### config.mk
export PLATFORM = sky130hd
export DESIGN_NAME = control_unit
export DESIGN_NICKNAME = d
export VERILOG_FILES = /design/src/rtl/cu_pkg.sv /design/src/rtl/cu_decoder.sv /design/src/rtl/control_unit.sv
export SDC_FILE = /design/constraint.sdc
export NUM_CORES = 1
export LEC_CHECK = 0
export CORE_MARGIN = 2
export CORE_UTILIZATION = 44
export DETAILED_ROUTE_END_ITERATION = 12
export GPL_TIMING_DRIVEN = 0
export HOLD_SLACK_MARGIN = 0.15
export PLACE_DENSITY = 0.75
export SLEW_MARGIN = 30
export SYNTH_ARGS = -nofsm -noshare
export SYNTH_HDL_FRONTEND = slang
export SYNTH_HIERARCHICAL = 1
export SYNTH_SLANG_ARGS = --single-unit
### constraint.sdc
create_clock -name clk -period 2.2 [get_ports clk]
set_clock_uncertainty 0.15 [all_clocks]
set_input_delay 0.22 -clock clk [delete_from_list [all_inputs] [get_ports clk]]
set_output_delay 0.22 -clock clk [all_outputs]
set_load 0.02 [all_outputs]
### src/rtl/cu_pkg.sv
// Shared control-unit types: FSM states, opcodes and ALU selects.
// ALU select values are also consumed by the 12-bit ALU.
package cu_pkg;

  typedef enum logic [3:0] {
    S_IDLE,
    S_FETCH,
    S_LATCH,
    S_DECODE,
    S_EXEC,
    S_MEMWAIT,
    S_OPFETCH,
    S_OPLATCH,
    S_END
  } state_t;

  localparam logic [7:0] OP_NOP   = 8'h00;
  localparam logic [7:0] OP_LDAC  = 8'h01;
  localparam logic [7:0] OP_STAC  = 8'h02;
  localparam logic [7:0] OP_CLAC  = 8'h03;
  localparam logic [7:0] OP_ADD   = 8'h04;
  localparam logic [7:0] OP_SUB   = 8'h05;
  localparam logic [7:0] OP_MUL   = 8'h06;
  localparam logic [7:0] OP_INCAC = 8'h07;
  localparam logic [7:0] OP_MVACR = 8'h08;
  localparam logic [7:0] OP_JUMP  = 8'h09;
  localparam logic [7:0] OP_JPNZ  = 8'h0A;
  localparam logic [7:0] OP_ENDOP = 8'h0B;

  localparam logic [2:0] ALU_CLR  = 3'd0;
  localparam logic [2:0] ALU_PASS = 3'd1;
  localparam logic [2:0] ALU_ADD  = 3'd2;
  localparam logic [2:0] ALU_SUB  = 3'd3;
  localparam logic [2:0] ALU_MUL  = 3'd4;
  localparam logic [2:0] ALU_INC  = 3'd5;

  typedef struct packed {
    logic [2:0] alu_op;
    logic       ac_write;
    logic       r_write;
    logic       imem_read;
    logic       dmem_read;
    logic       dmem_write;
    logic       busy;
    logic       done;
  } ctrl_t;

  function automatic logic is_jump(input logic [7:0] op);
    return (op == OP_JUMP) || (op == OP_JPNZ);
  endfunction

endpackage

### src/rtl/cu_decoder.sv
// Moore output decode: state + IR -> ALU select and strobes.
// last is low only on a stretched MUL's first EXEC cycle.
import cu_pkg::*;

module cu_decoder (
  input  state_t     state,
  input  logic [7:0] ir,
  input  logic       last,
  output ctrl_t      ctrl
);

  always_comb begin
    ctrl        = '0;
    ctrl.alu_op = ALU_PASS;
    ctrl.busy   = (state != S_IDLE) && (state != S_END);
    unique case (state)
      S_FETCH, S_OPFETCH: ctrl.imem_read = 1'b1;
      S_EXEC: begin
        case (ir)
          OP_CLAC: begin
            ctrl.alu_op   = ALU_CLR;
            ctrl.ac_write = 1'b1;
          end
          OP_ADD: begin
            ctrl.alu_op   = ALU_ADD;
            ctrl.ac_write = 1'b1;
          end
          OP_SUB: begin
            ctrl.alu_op   = ALU_SUB;
            ctrl.ac_write = 1'b1;
          end
          OP_MUL: begin
            ctrl.alu_op   = ALU_MUL;
            ctrl.ac_write = last;
          end
          OP_INCAC: begin
            ctrl.alu_op   = ALU_INC;
            ctrl.ac_write = 1'b1;
          end
          OP_LDAC:  ctrl.dmem_read  = 1'b1;
          OP_STAC:  ctrl.dmem_write = 1'b1;
          OP_MVACR: ctrl.r_write    = 1'b1;
          default: ;
        endcase
      end
      S_MEMWAIT: ctrl.ac_write = 1'b1;
      S_END:     ctrl.done     = 1'b1;
      default: ;
    endcase
  end

endmodule

### src/rtl/control_unit.sv
// Per-core sequencer: fetch/decode FSM and PC in front of the ALU.
// Define CU_MUL_WAIT_EN to give MUL a second EXEC cycle.
import cu_pkg::*;

module control_unit #(
  parameter int PC_WIDTH = 8
) (
  input  logic                clk,
  input  logic                rst,
  input  logic                start,
  input  logic [7:0]          instrIn,
  input  logic                zFlag,
  output logic [2:0]          aluOp,
  output logic                acWrite,
  output logic                rWrite,
  output logic                imemRead,
  output logic                dmemRead,
  output logic                dmemWrite,
  output logic [PC_WIDTH-1:0] pcOut,
  output logic                busy,
  output logic                done
);

  state_t              state;
  logic [PC_WIDTH-1:0] pc;
  logic [7:0]          ir;
  logic                last;
  ctrl_t               ctrl;

`ifdef CU_MUL_WAIT_EN
  logic mul_hold;

  assign last = !((ir == OP_MUL) && !mul_hold);

  always_ff @(posedge clk) begin
    if (rst)
      mul_hold <= 1'b0;
    else if ((state == S_EXEC) && (ir == OP_MUL))
      mul_hold <= !mul_hold;
    else
      mul_hold <= 1'b0;
  end
`else
  assign last = 1'b1;
`endif

  always_ff @(posedge clk) begin
    if (rst) begin
      state <= S_IDLE;
      pc    <= '0;
      ir    <= '0;
    end else begin
      unique case (state)
        S_IDLE: begin
          if (start) begin
            pc    <= '0;
            state <= S_FETCH;
          end
        end
        S_FETCH: state <= S_LATCH;
        S_LATCH: begin
          ir    <= instrIn;
          pc    <= pc + 1'b1;
          state <= S_DECODE;
        end
        S_DECODE: begin
          if (ir == OP_ENDOP)
            state <= S_END;
          else if (is_jump(ir))
            state <= S_OPFETCH;
          else
            state <= S_EXEC;
        end
        S_EXEC: begin
          if (last)
            state <= (ir == OP_LDAC) ? S_MEMWAIT : S_FETCH;
        end
        S_MEMWAIT: state <= S_FETCH;
        S_OPFETCH: state <= S_OPLATCH;
        S_OPLATCH: begin
          if ((ir == OP_JUMP) || !zFlag)
            pc <= instrIn[PC_WIDTH-1:0];
          else
            pc <= pc + 1'b1;
          state <= S_FETCH;
        end
        S_END: state <= S_IDLE;
        default: state <= S_IDLE;
      endcase
    end
  end

  cu_decoder u_dec (
    .state (state),
    .ir    (ir),
    .last  (last),
    .ctrl  (ctrl)
  );

  assign aluOp     = ctrl.alu_op;
  assign acWrite   = ctrl.ac_write;
  assign rWrite    = ctrl.r_write;
  assign imemRead  = ctrl.imem_read;
  assign dmemRead  = ctrl.dmem_read;
  assign dmemWrite = ctrl.dmem_write;
  assign busy      = ctrl.busy;
  assign done      = ctrl.done;
  assign pcOut     = pc;

endmodule

[Word level (Yosys, flattened, before mapping)]
Index checks and enable logic that the tools add are counted.
Operators by class
  multiplexer cells: 18
  bitwise logic cells: 0
  div/mod/pow operators: 0
  reductions and logical operators: 10
  shift operators: 0
  $lt $le $gt $ge: 0
  eq/ne operators: 21
  multiply operators: 0
  $add $sub $neg: 1
Operator list (count)
  $eq 8x3->1 const B: 4
  $eq 8x4->1 const B: 4
  $pmux 4 s7: 1
  $pmux 8 s3: 1
  $pmux 4 s5: 1
  $eq 4x3->1 const B: 4
  $eq 8x2->1 const B: 2
  $mux 8: 2
  $add 8x1->8 const B: 1
  $eq 4x2->1 const B: 2
  $eq 8x1->1 const B: 1
  $mux 4: 2
  $mux 1: 6
  $mux 3: 2
  $eq 4x1->1 const B: 1
  $eq 4x4->1 const B: 1
  $logic_not 4->1: 1
  $mux 2: 2
  $ne 4x4->1 const B: 1
  $reduce_bool 4->1: 1
  $reduce_or 2->1: 2
  $reduce_bool 3->1: 1
  $logic_or 1x1->1: 2
  $ne 2x2->1 const B: 1
  other kinds (4): 4
Storage, ports and cells
  output and inout bits: 18
  bits in writable memories: 0
  ROM bits: 0
  logic and storage cells: 53
  memories: 0
  bits in registers: 20
  bits in latches: 0

[Longest topological paths before layout]
  depth after elaboration: 5
  depth in mapped cells: 6
  gate-level depth less buffers: 6

[Modules after synthesis]
The synthesis kept the hierarchy.
By module, submodules not included
  control_unit: area an instance 1091.0 um^2, times used 1, cells an instance 133
  cu_decoder: area an instance 186.4 um^2, times used 1, cells an instance 27

[Worst setup path after synthesis]
Ideal clock, no wire load.
  path type: reg2reg
  start: register ir[2]
  end: register pc[1], in the netlist pcOut[1]
  arrival: 1.779 ns
  stages on the path, launching flop included: 6
  clock period less this slack: 2.060 ns
  buffers on the path: 0
  data required time: 1.918 ns
  slack: 0.140 ns
  setup time: 0.132 ns
  cell sequence: dfxtp_1 or4_4 o21ai_4 mux2_1 a222oi_1 nor3_1
On the way
  longest elaborated chain between the ends: 4
RTL lines
  from (decl): RTL line control_unit.sv:26  | logic [7:0] ir;
  from (signal assigned): RTL line control_unit.sv:62  | ir <= instrIn;
  $eq 8x4->1: RTL line control_unit.sv:81  | if ((ir == OP_JUMP) || !zFlag)
  $logic_or 1x1->1: RTL line control_unit.sv:81
  $mux 8: RTL line control_unit.sv:81
  $pmux 8 s3: RTL line control_unit.sv:53  | unique case (state)
  to (signal assigned): RTL line control_unit.sv:63  | pc <= pc + 1'b1;
  to (signal assigned): RTL line control_unit.sv:82  | pc <= instrIn[PC_WIDTH-1:0];
  to (signal assigned): RTL line control_unit.sv:84  | pc <= pc + 1'b1;
  to (decl): RTL line control_unit.sv:25  | logic [PC_WIDTH-1:0] pc;
Every way passes these cells.
A chain may end at the register's enable or synchronous reset.

[Worst setup path in the final report]
  start: register ir[5]
  end: output aluOp[1]
On the way
  longest elaborated chain between the ends: 3
RTL lines
  $eq 8x3->1 or $eq 8x2->1 (tied branches): RTL line cu_decoder.sv:19  | case (ir)
  $pmux 4 s5 *: RTL line cu_decoder.sv:19
  $mux 3 *: RTL line cu_decoder.sv:16  | unique case (state)
  to (decl): RTL line control_unit.sv:13  | output logic [2:0] aluOp,
Every way passes the cells marked *; elsewhere a longest branch is shown, timed or not.

==> results_dict.tcl <==
set metrics [dict create \
    status "completed" \
    cts_tree "done" \
    ios 30 \
    start_util 0.463 \
    clock_path_buffers 2 \
    critPathKind "register to primary output" \
    final_antenna_net_count 0 \
    htree_levels 1 \
    drc_errors 0 \
    grt_max_degree 13 \
    dp.final_hpwl_um 2280 \
    ys_warn_count 6 \
    r2r-start "ir[6]" \
    synthFlopType "dfxtp_1" \
    seq_power_share 0.440 \
    synthArstFlopShare 0 \
    p_int_uw 655 \
    p_per_area_nw_per_um2 519 \
    required_ns 1.83 \
    vdd_ir_drop_max_uv 441 \
    min_path_type "input port to register" \
    cts_made_buffers 3 \
    grt_pass1_wl_um 5110 \
    yosysUniqueCellTypes 52 \
    placedCellCount 219 \
    dieArea_um2 3350 \
    rows 19 \
    clkLatencyLatePin_ns 0.31 \
    arrival_ns 1.82 \
    clkPwrFrac 0.339 \
    diodes 0 \
    drt_pass1_iterations 4 \
    synth_edf_count 0 \
    syn_avg_cell_area_um2 7.98 \
    synth_commonest_cells "nand2_1, dfxtp_1, a21oi_1" \
    syn_inst 160 \
    synth_top_area_share 0.313 \
    syn-num-nets 173 \
    hold_end "pcOut[5]" \
    avgViaCountPerCell 5.64 \
    grt_pass1_vias 1219 \
    p_leak_uw 0.000647 \
    cts.sinks 20 \
    cap_violations 0 \
    antenna_found_initial 0 \
    synth_top_area_cell "dfxtp_1" \
    yosysSeqAreaShare 0.313 \
    drv_slew 0 \
    r2r-end "pcOut[1]" \
    die_h_um 57.9 \
    hold_start "instrIn[5]" \
    crit_path_start_kind "register" \
    grt.overflow.total 0 \
    p_sw_uw 238 \
    rr_worst_depth 5 \
    synth-seq-cells 20 \
    portBuffers 28 \
    coreArea_um2 2760 \
    p_sw_frac 0.267 \
    path_clk_slew_ns 0.12 \
    cts_root_buf "clkbuf_4" \
    setup_viol 0 \
    finalHoldViolCount 0 \
    fin_cells 231 \
    synth_area_leaders "dfxtp_1, nand2_1, a21oi_1, nor2_1, inv_1" \
    drt-total-wl_um 3070 \
    layout_setup_ws_ns 0.0141 \
    gp_congestion 0.741 \
    period_minus_slack_ns 2.19 \
    pre_cts_ws_ns -0.193 \
    avgRoutedWirePerCell_um 13.3 \
    drive_gt1_frac 0.200 \
    area_delta_synth_final_pct 34.9 \
    rsz0062_at_grt "true" \
    path_max_fanout 5 \
    drt-initial-drc-count 40 \
    endpoint_kind "primary output" \
    yosysMostFrequentCell "nand2_1" \
    nets 214 \
    p_comb_frac 0.221 \
    fp.dieW_um 57.9 \
    whs_path_depth 3 \
    utilization 0.625 \
    period_share 0.994 \
    setup_tns_ns 0 \
    fmax_mhz 457 \
    syn_area_um2 1280 \
    vias 1303 \
    r2r_slack_ns 0.08 \
    gr-usage-all-layers 0.193 \
]
-- logic make-up after synthesis --
family                   after synthesis  share of synthesized area
other                                  1                    0.00294
multiplexers                           2                     0.0167
AO/OA/AOI/OAI                         41                      0.227
buffers and inverters                 13                     0.0392
flip-flops                            20                      0.313
XOR/XNOR                               3                     0.0206
adder cells (fa/ha/maj)                1                    0.00979
AND/OR/NAND/NOR                       79                      0.370
-- power by group through the flow --
stage | clock (uW) | combinational [uW] | sequential [uW]
after CTS | 311 | 189 | 393
after global placement | 0 | 167 | 407
after detailed placement | 0 | 171 | 408
final | 303 | 197 | 393
after global routing | 321 | 216 | 396
after floorplan | 0 | 112 | 405
-- repair_timing --
item / CTS / global route
endpoints found under the hold margin: 2 / 0
gates resized for setup: 34 / 9
buffers inserted: 4 / 3
setup endpoints to repair: 9 / 9
pin swaps: 4 / 4
hold buffers: 1 / 0
-- worst max-delay path by stage --
stage          cells past startpoint      from        end  slack [ns]
2_1_floorplan                      5     ir[2]   pcOut[1]        0.14
3_3_place_gp                       4  state[2]  dmemWrite       -0.14
3_5_place_dp                       4  state[2]   aluOp[1]       -0.19
4_1_cts                            4  state[1]   aluOp[1]       -0.02
5_1_grt                            4     ir[5]   aluOp[1]       -0.08
6_report                           4     ir[5]   aluOp[1]        0.01
-- sequential cells by signal, summed over array words and instances (netlist names) --
signal and count:
ir 8, state 4, pcOut 8
-- cell usage in the layout, fill, tap and decap left out, types with 2 or more instances in the layout --
cell / n
a21oi_1: 19
a22oi_1: 2
a31oi_1: 2
and2_1: 2
and3_1: 2
and4b_1: 2
buf_2: 2
buf_4: 10
clkbuf_1: 2
clkbuf_4: 3
clkdlybuf4s50_1: 19
dfxtp_1: 13
dfxtp_2: 4
dfxtp_4: 3
inv_1: 10
nand2_1: 26
nand3_1: 4
nand3b_1: 3
nor2_1: 16
nor2b_1: 3
nor3_1: 4
nor4b_1: 2
o211ai_1: 2
o21ai_0: 3
or4_4: 2
xor2_1: 2
-- worst max-delay path, stage by stage (launching register included) --
cell and delay [ns]:
dfxtp_2 0.34, or4_4 0.56, nor3_4 0.23, nor3b_2 0.20, buf_4 0.16
-- routing by layer --
metal	GRT usage	routed length [um]
met5	0	0
met3	0.0268	127
met2	0.364	1590
met1	0.219	1330
met4	0.0731	25
-- area by class of cell --
type                       instances  area (um2)
buffer                             3        12.5
clock buffer                       3        22.5
clock inverter                     1        30.0
fill                             260        1030
inverter                          10        37.5
multi-input combinational        127         831
sequential                        20         417
tap                               31        38.8
timing repair buffer              36         334
-- metrics by stage --
| step | total power, uW | area, um2 | hold WS [ns] |
|---|---|---|---|
| floorplan | 517 | 1280 | 0.169 |
| global placement | 574 | 1600 | 0.313 |
| detailed placement | 579 | 1600 | 0.317 |
| CTS | 892 | 1690 | 0.315 |
| global route | 933 | 1720 | 0.347 |
| finish | 893 | 1720 | 0.315 |
Power figures use the tool's default switching activity.
